==> src/rtl/bsg_bus_arbiter.sv <==
// Two-requester round-robin arbiter and single-beat access sequencer for the
// BSG register bank; every output is registered.
module bsg_bus_arbiter #(
    parameter int                    DATA_WIDTH = 8,
    parameter logic [DATA_WIDTH-1:0] ADDR_BASE  = DATA_WIDTH'(8'h10),
    parameter int                    NUM_REGS   = 3
) (
    input  logic                  G_CLK_TX,
    input  logic                  rst,
    input  logic                  REQ_A,
    input  logic                  WR_A,
    input  logic [DATA_WIDTH-1:0] ADDR_A,
    input  logic [DATA_WIDTH-1:0] WDATA_A,
    input  logic                  REQ_B,
    input  logic                  WR_B,
    input  logic [DATA_WIDTH-1:0] ADDR_B,
    input  logic [DATA_WIDTH-1:0] WDATA_B,
    output logic                  GNT_A,
    output logic                  GNT_B,
    output logic                  DONE_A,
    output logic                  DONE_B,
    output logic                  ERR_A,
    output logic                  ERR_B,
    output logic [DATA_WIDTH-1:0] RDATA,
    output logic                  BUSY,
    output logic                  BUS_SEL,
    output logic                  BUS_WR,
    output logic [DATA_WIDTH-1:0] BUS_ADDR,
    output logic [DATA_WIDTH-1:0] BUS_WDATA,
    input  logic [DATA_WIDTH-1:0] BUS_RDATA
);

    // state   | meaning
    // IDLE    | arbitrate, latch winning command
    // ACCESS  | bank strobe driven from command register
    // WAIT_RD | bank returns read data, captured at end of cycle
    // DONE    | completion (and error) pulse to the owner
    typedef enum logic [1:0] {
        S_IDLE    = 2'd0,
        S_ACCESS  = 2'd1,
        S_WAIT_RD = 2'd2,
        S_DONE    = 2'd3
    } state_t;

    localparam logic [DATA_WIDTH:0] NUM_REGS_W = (DATA_WIDTH+1)'(NUM_REGS);

    state_t                state, state_nxt;
    logic                  last_grant, last_grant_nxt;   // 0 = A, 1 = B
    logic                  cmd_owner, cmd_owner_nxt;     // 0 = A, 1 = B
    logic                  cmd_wr, cmd_wr_nxt;
    logic [DATA_WIDTH-1:0] cmd_addr, cmd_addr_nxt;
    logic [DATA_WIDTH-1:0] cmd_wdata, cmd_wdata_nxt;

    logic                  win_b;
    logic                  win_wr;
    logic [DATA_WIDTH-1:0] win_addr;
    logic [DATA_WIDTH-1:0] win_wdata;
    logic [DATA_WIDTH:0]   win_off;
    logic                  win_ok;

    logic                  gnt_a_d, gnt_b_d, done_a_d, done_b_d, err_a_d, err_b_d;
    logic                  busy_d, bus_sel_d, bus_wr_d;
    logic [DATA_WIDTH-1:0] rdata_d, bus_addr_d, bus_wdata_d;

    always_ff @(posedge G_CLK_TX) begin
        if (rst) begin
            state      <= S_IDLE;
            last_grant <= 1'b1;
            cmd_owner  <= 1'b0;
            cmd_wr     <= 1'b0;
            cmd_addr   <= '0;
            cmd_wdata  <= '0;
            GNT_A      <= 1'b0;
            GNT_B      <= 1'b0;
            DONE_A     <= 1'b0;
            DONE_B     <= 1'b0;
            ERR_A      <= 1'b0;
            ERR_B      <= 1'b0;
            RDATA      <= '0;
            BUSY       <= 1'b0;
            BUS_SEL    <= 1'b0;
            BUS_WR     <= 1'b0;
            BUS_ADDR   <= '0;
            BUS_WDATA  <= '0;
        end else begin
            state      <= state_nxt;
            last_grant <= last_grant_nxt;
            cmd_owner  <= cmd_owner_nxt;
            cmd_wr     <= cmd_wr_nxt;
            cmd_addr   <= cmd_addr_nxt;
            cmd_wdata  <= cmd_wdata_nxt;
            GNT_A      <= gnt_a_d;
            GNT_B      <= gnt_b_d;
            DONE_A     <= done_a_d;
            DONE_B     <= done_b_d;
            ERR_A      <= err_a_d;
            ERR_B      <= err_b_d;
            RDATA      <= rdata_d;
            BUSY       <= busy_d;
            BUS_SEL    <= bus_sel_d;
            BUS_WR     <= bus_wr_d;
            BUS_ADDR   <= bus_addr_d;
            BUS_WDATA  <= bus_wdata_d;
        end
    end

    // B wins when it is alone, or when both request and A had the last grant.
    always_comb begin
        win_b     = REQ_B && (!REQ_A || !last_grant);
        win_wr    = win_b ? WR_B    : WR_A;
        win_addr  = win_b ? ADDR_B  : ADDR_A;
        win_wdata = win_b ? WDATA_B : WDATA_A;
        win_off   = {1'b0, win_addr} - {1'b0, ADDR_BASE};
        win_ok    = win_off < NUM_REGS_W;

        state_nxt      = state;
        last_grant_nxt = last_grant;
        cmd_owner_nxt  = cmd_owner;
        cmd_wr_nxt     = cmd_wr;
        cmd_addr_nxt   = cmd_addr;
        cmd_wdata_nxt  = cmd_wdata;

        case (state)
            S_IDLE: begin
                if (REQ_A || REQ_B) begin
                    last_grant_nxt = win_b;
                    cmd_owner_nxt  = win_b;
                    cmd_wr_nxt     = win_wr;
                    cmd_addr_nxt   = win_addr;
                    cmd_wdata_nxt  = win_wdata;
                    state_nxt      = win_ok ? S_ACCESS : S_DONE;
                end
            end
            S_ACCESS:  state_nxt = cmd_wr ? S_DONE : S_WAIT_RD;
            S_WAIT_RD: state_nxt = S_DONE;
            S_DONE:    state_nxt = S_IDLE;
            default:   state_nxt = S_IDLE;
        endcase
    end

    // Output values for the cycle about to start, derived from the next state
    // and the (possibly just latched) command register contents.
    always_comb begin
        gnt_a_d     = 1'b0;
        gnt_b_d     = 1'b0;
        done_a_d    = 1'b0;
        done_b_d    = 1'b0;
        err_a_d     = 1'b0;
        err_b_d     = 1'b0;
        rdata_d     = '0;
        busy_d      = (state_nxt != S_IDLE);
        bus_sel_d   = 1'b0;
        bus_wr_d    = 1'b0;
        bus_addr_d  = '0;
        bus_wdata_d = '0;

        if (state == S_IDLE && state_nxt != S_IDLE) begin
            gnt_a_d = !cmd_owner_nxt;
            gnt_b_d = cmd_owner_nxt;
        end

        if (state_nxt == S_ACCESS) begin
            bus_sel_d   = 1'b1;
            bus_wr_d    = cmd_wr_nxt;
            bus_addr_d  = cmd_addr_nxt;
            bus_wdata_d = cmd_wdata_nxt;
        end

        if (state_nxt == S_DONE) begin
            done_a_d = !cmd_owner_nxt;
            done_b_d = cmd_owner_nxt;
            // Straight from IDLE to DONE only happens for a rejected address.
            if (state == S_IDLE) begin
                err_a_d = !cmd_owner_nxt;
                err_b_d = cmd_owner_nxt;
            end
            if (state == S_WAIT_RD) begin
                rdata_d = BUS_RDATA;
            end
        end
    end

endmodule
==> config.mk <==
export PLATFORM = sky130hd
export DESIGN_NAME = bsg_bus_arbiter
export DESIGN_NICKNAME = d
export VERILOG_FILES = /design/src/rtl/bsg_bus_arbiter.sv
export SDC_FILE = /design/constraint.sdc
export NUM_CORES = 1
export LEC_CHECK = 0
export CAP_MARGIN = 20
export CORE_MARGIN = 1.5
export CORE_UTILIZATION = 25
export DETAILED_ROUTE_END_ITERATION = 8
export PLACE_DENSITY = 0.6
export SLEW_MARGIN = 20
export SYNTH_ARGS = -nofsm -noshare
export SYNTH_HDL_FRONTEND = slang
export SYNTH_SLANG_ARGS = --single-unit
==> constraint.sdc <==
create_clock -name G_CLK_TX -period 5 [get_ports G_CLK_TX]
set_input_delay 0.5 -clock G_CLK_TX [delete_from_list [all_inputs] [get_ports G_CLK_TX]]
set_output_delay 0.5 -clock G_CLK_TX [all_outputs]
set_load 0.01 [all_outputs]
== After elaboration in Yosys (flattened, before gate mapping) ==
Cells that the tools add are included.
Operators by class
  add/subtract/negate cells: 1
  order comparisons: 1
  eq/ne operators: 5
  mux-type cells: 16
  bitwise logic cells: 5
  reductions and logical operators: 15
Operators with widths (count)
  two-way mux 8 bit: 6
  < comparator 9 x 2 -> 1 bit, second input constant: 1
  subtractor 8 x 5 -> 9 bit, second input constant: 1
  case mux 2 bit (4 select lines): 1
  two-way mux 1 bit: 7
  equality test 2 bit, second input constant: 3
  OR reduction 2 bit: 3
  OR reduction 3 bit: 2
  NOT 1 bit: 5
  equality test 2 x 1 -> 1 bit, second input constant: 2
  two-way mux 2 bit: 2
  zero test 1 bit: 3
  logical AND 1 bit: 2
  zero test 2 bit: 1
  logical OR 1 bit: 2
  AND reduction 2 bit: 1
  nonzero test 2 bit: 1
Word-level totals
  register bits: 54
  bits of input ports: 46
  output and inout port bits: 33

== Longest topological paths before layout ==
Gate-level depths: netlist of the first run.
  depth after elaboration: 13
  mapped depth: 10
  gate-level depth less buffers: 7

== Worst setup path before layout of the first run ==
No wires, ideal clock.
  path type: in2reg
  start point: in REQ_A
  end point: reg BUS_ADDR[4]
  setup time: 0.144 ns
  arrival: 2.122 ns
  data required time: 4.856 ns
  path slack: 2.734 ns
  stages on the path: 10
  cells stage by stage: buf_2 -> a21boi_4 -> buf_6 -> mux2i_1 -> ha_1 -> o21ai_0 -> a21oi_2 -> a31oi_2 -> buf_6 -> nor4_2
Between the ends
  cells in the longest elaborated chain, start to end: 12
RTL lines
  start: declaration: RTL line 10  | input logic REQ_A,
  zero test 1 bit: RTL line 109  | win_b = REQ_B && (!REQ_A || !last_grant);
  logical OR 1 bit: RTL line 109
  logical AND 1 bit: RTL line 109
  two-way mux 8 bit: RTL line 111  | win_addr = win_b ? ADDR_B : ADDR_A;
  subtractor 8 x 5 -> 9 bit: RTL line 113  | win_off = {1'b0, win_addr} - {1'b0, ADDR_BASE};
  < comparator 9 x 2 -> 1 bit: RTL line 114  | win_ok = win_off < NUM_REGS_W;
  two-way mux 2 bit: RTL line 131  | state_nxt = win_ok ? S_ACCESS : S_DONE;
  two-way mux 2 bit: RTL line 125  | if (REQ_A || REQ_B) begin
  case mux 2 bit (4 select lines): RTL line 123  | case (state)
  equality test 2 x 1 -> 1 bit: RTL line 162  | if (state_nxt == S_ACCESS) begin
  NOT 1 bit (no line)
  OR reduction 2 bit (no line)
  end signal: assignment: RTL line 102  | BUS_ADDR <= bus_addr_d;
  end: declaration: RTL line 28  | output logic [DATA_WIDTH-1:0] BUS_ADDR,
Several ways; a longest one is shown, not always the timed one.
A chain may end at the register's enable or synchronous reset.

== Worst setup path in the final report of the first run ==
  start point: in REQ_B
  end point: reg ERR_B
Between the ends
  cells in the longest elaborated chain, start to end: 10
RTL lines
  start: declaration: RTL line 14  | input logic REQ_B,
  logical AND 1 bit: RTL line 109
  two-way mux 8 bit: RTL line 111
  subtractor 8 x 5 -> 9 bit: RTL line 113
  < comparator 9 x 2 -> 1 bit: RTL line 114
  two-way mux 2 bit: RTL line 131
  two-way mux 2 bit: RTL line 125
  case mux 2 bit (4 select lines): RTL line 123
  equality test 2 bit: RTL line 169  | if (state_nxt == S_DONE) begin
  NOT 1 bit (no line)
  OR reduction 3 bit (no line)
  end signal: assignment: RTL line 97  | ERR_B <= err_b_d;
  end: declaration: RTL line 23  | output logic ERR_B,
Several ways; a longest one is shown, not always the timed one.

==> results.cfg, run 1 <==
[global_route]
antenna_found_initial = 0
grt_pass1_wl_um = 7980
grt_usage_pct = 11.5
grt_pass1_vias = 1676
grt_overflow = 0
grt_max_degree = 42

[floorplan]
die_w_um = 95.6
core_mm2 = 0.00826
dieHeight_um = 95.6
num_rows = 33
floorplan.initialDensity_pct = 26.0
die_area_mm2 = 0.00915
io_pins = 79

[route]
vias_per_cell = 4.39
wl_per_cell_um = 13.0
via_count = 1699
postRouteWirelength_um = 5010
drc = 0
ant_nets = 0
detail_route.first_pass.iterations = 4
drt_iter0_drc = 63

[logic_synthesis]
synth_adder_area_share_pct = 3.50
syn_area_mm2 = 0.00215
synth_edf_count = 0
synth.avg_cell_area_um2 = 10.2
syn_inst = 210
synth-simple-area-share_pct = 23.1
ys_warn_count = 0
synth-compound-area-share_pct = 10.2
synth.top_cell.area_share_pct = 50.4
ys_seq_area_share_pct = 50.4
ys_dominant_reg_cell = dfxtp_1
synth-xor-area-share_pct = 0.408
ys_ff_latch = 54
synth_top_family_by_area = simple AND/OR/NAND/NOR gates
async_flop_share_pct = 0
synthMuxAreaShare_pct = 7.93
yosys.area.top_type = dfxtp_1
syn_nets = 262
synth_area_leaders = dfxtp_1 50%, nor4_2 9.3%, mux2i_1 7.9%
synthDistinctLibCells = 34

[worst_setup_path]
criticalPathCategory = in -> reg
path_cells = clkdlybuf4s50_1 -> a21boi_4 -> mux2i_1 -> ha_1 -> o21ai_0 -> a21oi_2 -> a31oi_4 -> and4_1
crit_arrival_ns = 3.66
cp_num_cells = 8
required_ns = 5.24
crit_family = compound AO/OA/AOI/OAI gates
max_stage_delay_ns = 0.75
crit_slowest_cell = a21boi_4
path_buf_inv = 1
setup.worst_path.start_class = primary input
worst_r2r_path_depth = 7
end_kind = flop
critPathMaxFanout = 23

[power]
vdd_drop_max_uv = 250
power_density_mw_per_mm2 = 463
p_leak_uw = 0.00113

[clocking]
root_buffer = clkbuf_8
cts-buffers-inserted = 5
ctsHoldBuffers = 0
clock_latency_ns = 0.31
h-tree-depth = 2
cts.clk_slew.worst_paths_ns = 0.09
cts_tree = built
cts_setup_buffers = 0
cts_sinks = 54
cts_resized = 0
clockBufferDepth = 2

[hold_path]
hold_path_class = reg -> reg
whs_path_depth = 2

[sta]
rsz0062_at_grt = no
fin_skew_ns = 0.0153
fin_crit_sh_pct = 68.4
finalMaxSlewViolations = 0
tns_ns = 0
tightest_slew_ns = 0.989
hold_viol_final = 0
fmax_ghz = 0.292
fin_crit_ns = 3.42
slew_headroom_pct = 34.0
setup_viol = 0

[finish]
regArea_mm2 = 0.00108
final_core_util_pct = 37.6
final_layout_size_suffix_gt1_share_pct = 11.3
filler_cell_count = 865
diodes = 0
areaGrowthSynthToFinish_pct = 44.5
final_nets = 333
layout_commonest_cell = clkdlybuf4s50_1
multiInputGateArea_um2 = 981
mostFrequentLayoutCells = 77 x clkdlybuf4s50_1, 54 x dfxtp_1, 37 x nor2_1

[place]
dp_hpwl_um = 3520
gp_congestion = 0.762
port_buffers = 78

[run_status]
outcome = completed

[job]
cap_violations = 0
## tightest hold or removal path, stage by stage (launching register included)
cell     delay [ns]
dfxtp_1        0.31
a21oi_1        0.07
nor2_1         0.07
## cell usage after synthesis (all sizes together), types with 3 or more instances
master   n
inv      3
a31oi    3
nor2    37
mux2i   17
nor4    17
ha       6
nor3     3
dfxtp   54
a21oi   23
nand2    3
and3     4
buf      7
o21ai    3
and2     8
clkbuf   8
## power breakdown
part	total [uW]	internal (uW)	switching (uW)
registers	553	520	33.0
clock network	291	149	142
logic	591	236	355
## cell type report
type | count | area share (%)
tap | 105 | 4.24
sequential | 54 | 34.9
clock buffer | 5 | 2.22
multi-input combinational | 138 | 31.6
timing repair buffer | 79 | 25.3
inverter | 3 | 0.363
clock inverter | 3 | 1.45
## metrics by stage
step	setup WS, ns	total power, uW	instances	hold slack [ns]	instance area (um2)
final	1.58	1440	387	0.484	3100
after floorplan	2.73	966	210	0.446	2150
after detailed placement	1.22	1160	379	0.468	2990
after global routing	1.35	1540	387	0.522	3100
after CTS	1.53	1450	387	0.489	3100
after global placement	1.33	1150	379	0.461	2990
## per-layer routing
metal  track usage, %  wire length [um]  vias to the layer above
met2             18.6              2280                       62
met3             4.23               394                        2
met1             14.6              2320                      772
li1                 -                 -                      863
met4             2.57                19                        0
met5                0                 0                        -
## cells by family (layout without fill, tap and decap cells)
family	count (synthesis)	after routing
and+or+nand+nor	79	79
DFF	54	54
AOI/OAI and AO/OA	35	35
buffers and inverters	18	90
muxes	17	17
adders and majority gates	6	6
xor gates and xnor gates	1	1
## sequential cells by signal, summed over array words and instances (netlist names), 2 cells and up
name	flops
cmd_wdata	8
RDATA	8
BUS_WDATA	8
cmd_addr	8
state	2
BUS_ADDR	8
## path summary, 6_finish.rpt
kind | to | slack, ns | startpoint
hold reg to reg | cmd_wdata[5]$_SDFF_PP0_ | 0.48 | cmd_wdata[5]$_SDFF_PP0_
setup reg to reg | ERR_B$_SDFF_PP0_ | 2.09 | last_grant$_SDFFE_PP1P_
setup / recovery | ERR_B$_SDFF_PP0_ | 1.58 | REQ_B
hold / removal | cmd_wdata[5]$_SDFF_PP0_ | 0.48 | cmd_wdata[5]$_SDFF_PP0_
Note: power is estimated with default switching activity, not from simulation.
==> run 2, diff against run 1 <==
clock period = 3.3 ns   (was 5 ns; I/O delays follow)
==> run 2 against run 1 <==
Final cell count rose by 0.78%. First-iteration DRC count fell by 41%. Design area is 1.7% higher. Die area stayed put.
==> results.cfg, run 2 (synthesized netlist as in run 1, its figures left out) <==
[clocking]
cts_sinks = 54
h-tree-depth = 2
ctsHoldBuffers = 0
cts_resized = 0
clock_latency_ns = 0.31
clockBufferDepth = 2
cts_setup_buffers = 0
cts-buffers-inserted = 5
root_buffer = clkbuf_8
cts_tree = built
cts.clk_slew.worst_paths_ns = 0.09

[worst_setup_path]
critPathMaxFanout = 19
required_ns = 3.50
r2r_slack_ns = 1.10
path_cells = clkdlybuf4s50_1 -> a21boi_4 -> mux2i_1 -> ha_1 -> xor2_1 -> a31oi_4 -> buf_4 -> nor4_1
crit_slowest_cell = clkdlybuf4s50_1
regToRegEndpoint = BUS_WDATA[5]$_SDFF_PP0_
end_kind = flop
max_stage_delay_ns = 0.62
r2r_start = last_grant$_SDFFE_PP1P_
criticalPathCategory = in -> reg
crit_arrival_ns = 2.77
setup.worst_path.start_class = primary input
worst_r2r_path_depth = 7

[route]
top_layer = met4
postRouteWirelength_um = 5120
detail_route.first_pass.iterations = 4
drt_iter0_drc = 37
routed-wl-met3_um = 378
wl_met1_um = 2320
ant_nets = 0
via_count = 1725
drc = 0
route.met2.wl_um = 2360
vias_per_cell = 4.42
wl_per_cell_um = 13.1

[hold_path]
min_from = cmd_wdata[5]$_SDFF_PP0_
min_to = cmd_wdata[5]$_SDFF_PP0_
whs_path_depth = 2
hold_path_class = reg -> reg

[finish]
regArea_mm2 = 0.00108
filler_cell_count = 825
final_layout_size_suffix_gt1_share_pct = 12.3
multiInputGateArea_um2 = 981
layout_commonest_cell = clkdlybuf4s50_1
final_nets = 336
diodes = 0
mostFrequentLayoutCells = 77 x clkdlybuf4s50_1, 54 x dfxtp_1, 37 x nor2_1
areaGrowthSynthToFinish_pct = 46.9

[global_route]
grt_pass1_vias = 1707
grt_overflow = 0
antenna_found_initial = 0
grt_usage_pct = 11.5
grt_max_degree = 42
grt_pass1_wl_um = 7950

[job]
cap_violations = 0

[floorplan]
die_w_um = 95.6
num_rows = 33
core_mm2 = 0.00826
dieHeight_um = 95.6
io_pins = 79
floorplan.initialDensity_pct = 26.0
die_area_mm2 = 0.00915

[place]
port_buffers = 78
dp_hpwl_um = 3720
gp_congestion = 0.708

[sta]
fin_skew_ns = 0.0129
slew_headroom_pct = 42.1
setup_viol = 0
tightest_slew_ns = 0.868
finalMaxSlewViolations = 0
tns_ns = 0
rsz0062_at_grt = no
hold_viol_final = 0
fmax_ghz = 0.390
fin_crit_ns = 2.57
fin_crit_sh_pct = 77.7

[power]
vdd_drop_max_uv = 246
total_power_uw = 2290
power_density_mw_per_mm2 = 727
p_leak_uw = 0.00117

[run_status]
outcome = completed
run 2: cell count changes in the layout (fill, tap and decap cells not counted), sizes merged:
cell,delta
buf,+3
clkbuf,+1
clkinvlp,-2
bufinv,+1
run 2: report_power, final:
part           switching (uW)  internal, uW  total [uW]  leakage (uW)
registers                49.6           788         838      0.000441
logic                     540           382         922      0.000656
clock network             209           323         533     0.0000714
total                     799          1490        2290       0.00117
run 2: worst max-delay path, delay by kind of cell:
kind	cells	cell delay [ns]
muxes	1	0.30
buffers and inverters	2	0.87
xor gates and xnor gates	1	0.23
and+or+nand+nor	1	0.31
AOI/OAI and AO/OA	2	0.52
adders and majority gates	1	0.20
run 2: worst max-delay path by stage:
stage | from | to | slack (ns) | cells past startpoint
6_report | REQ_B | BUS_WDATA[5]$_SDFF_PP0_ | 0.73 | 8
4_1_cts | REQ_B | BUS_WDATA[5]$_SDFF_PP0_ | 0.70 | 8
3_3_place_gp | REQ_B | BUS_WDATA[5]$_SDFF_PP0_ | 0.48 | 9
2_1_floorplan | REQ_A | BUS_ADDR[4]$_SDFF_PP0_ | 1.20 | 10
3_5_place_dp | REQ_B | BUS_WDATA[5]$_SDFF_PP0_ | 0.39 | 8
5_1_grt | REQ_B | BUS_WDATA[5]$_SDFF_PP0_ | 0.56 | 8
run 2: per-stage QoR:
stage	cell area (um2)	hold WS (ns)	worst slack, ns	cells	util (%)
floorplan	2150	0.432	1.20	210	-
global placement	3010	0.459	0.480	382	36.5
detailed placement	3010	0.469	0.392	382	36.5
CTS	3150	0.492	0.698	390	38.2
global route	3150	0.530	0.556	390	38.2
finish	3150	0.490	0.734	390	38.2
run 2: layout make-up:
cell class / instances / area share [%]
clock inverter: 2 / 1.90
clock buffer: 6 / 2.62
sequential: 54 / 34.3
multi-input combinational: 138 / 31.1
tap: 105 / 4.17
inverter: 3 / 0.357
timing repair buffer: 82 / 25.6
run 2: per-layer routing:
| layer | vias up | global-route usage [%] |
|---|---|---|
| met3 | 8 | 3.75 |
| met1 | 789 | 14.0 |
| met2 | 57 | 19.0 |
| met5 | - | 0 |
| li1 | 871 | - |
| met4 | 0 | 4.04 |
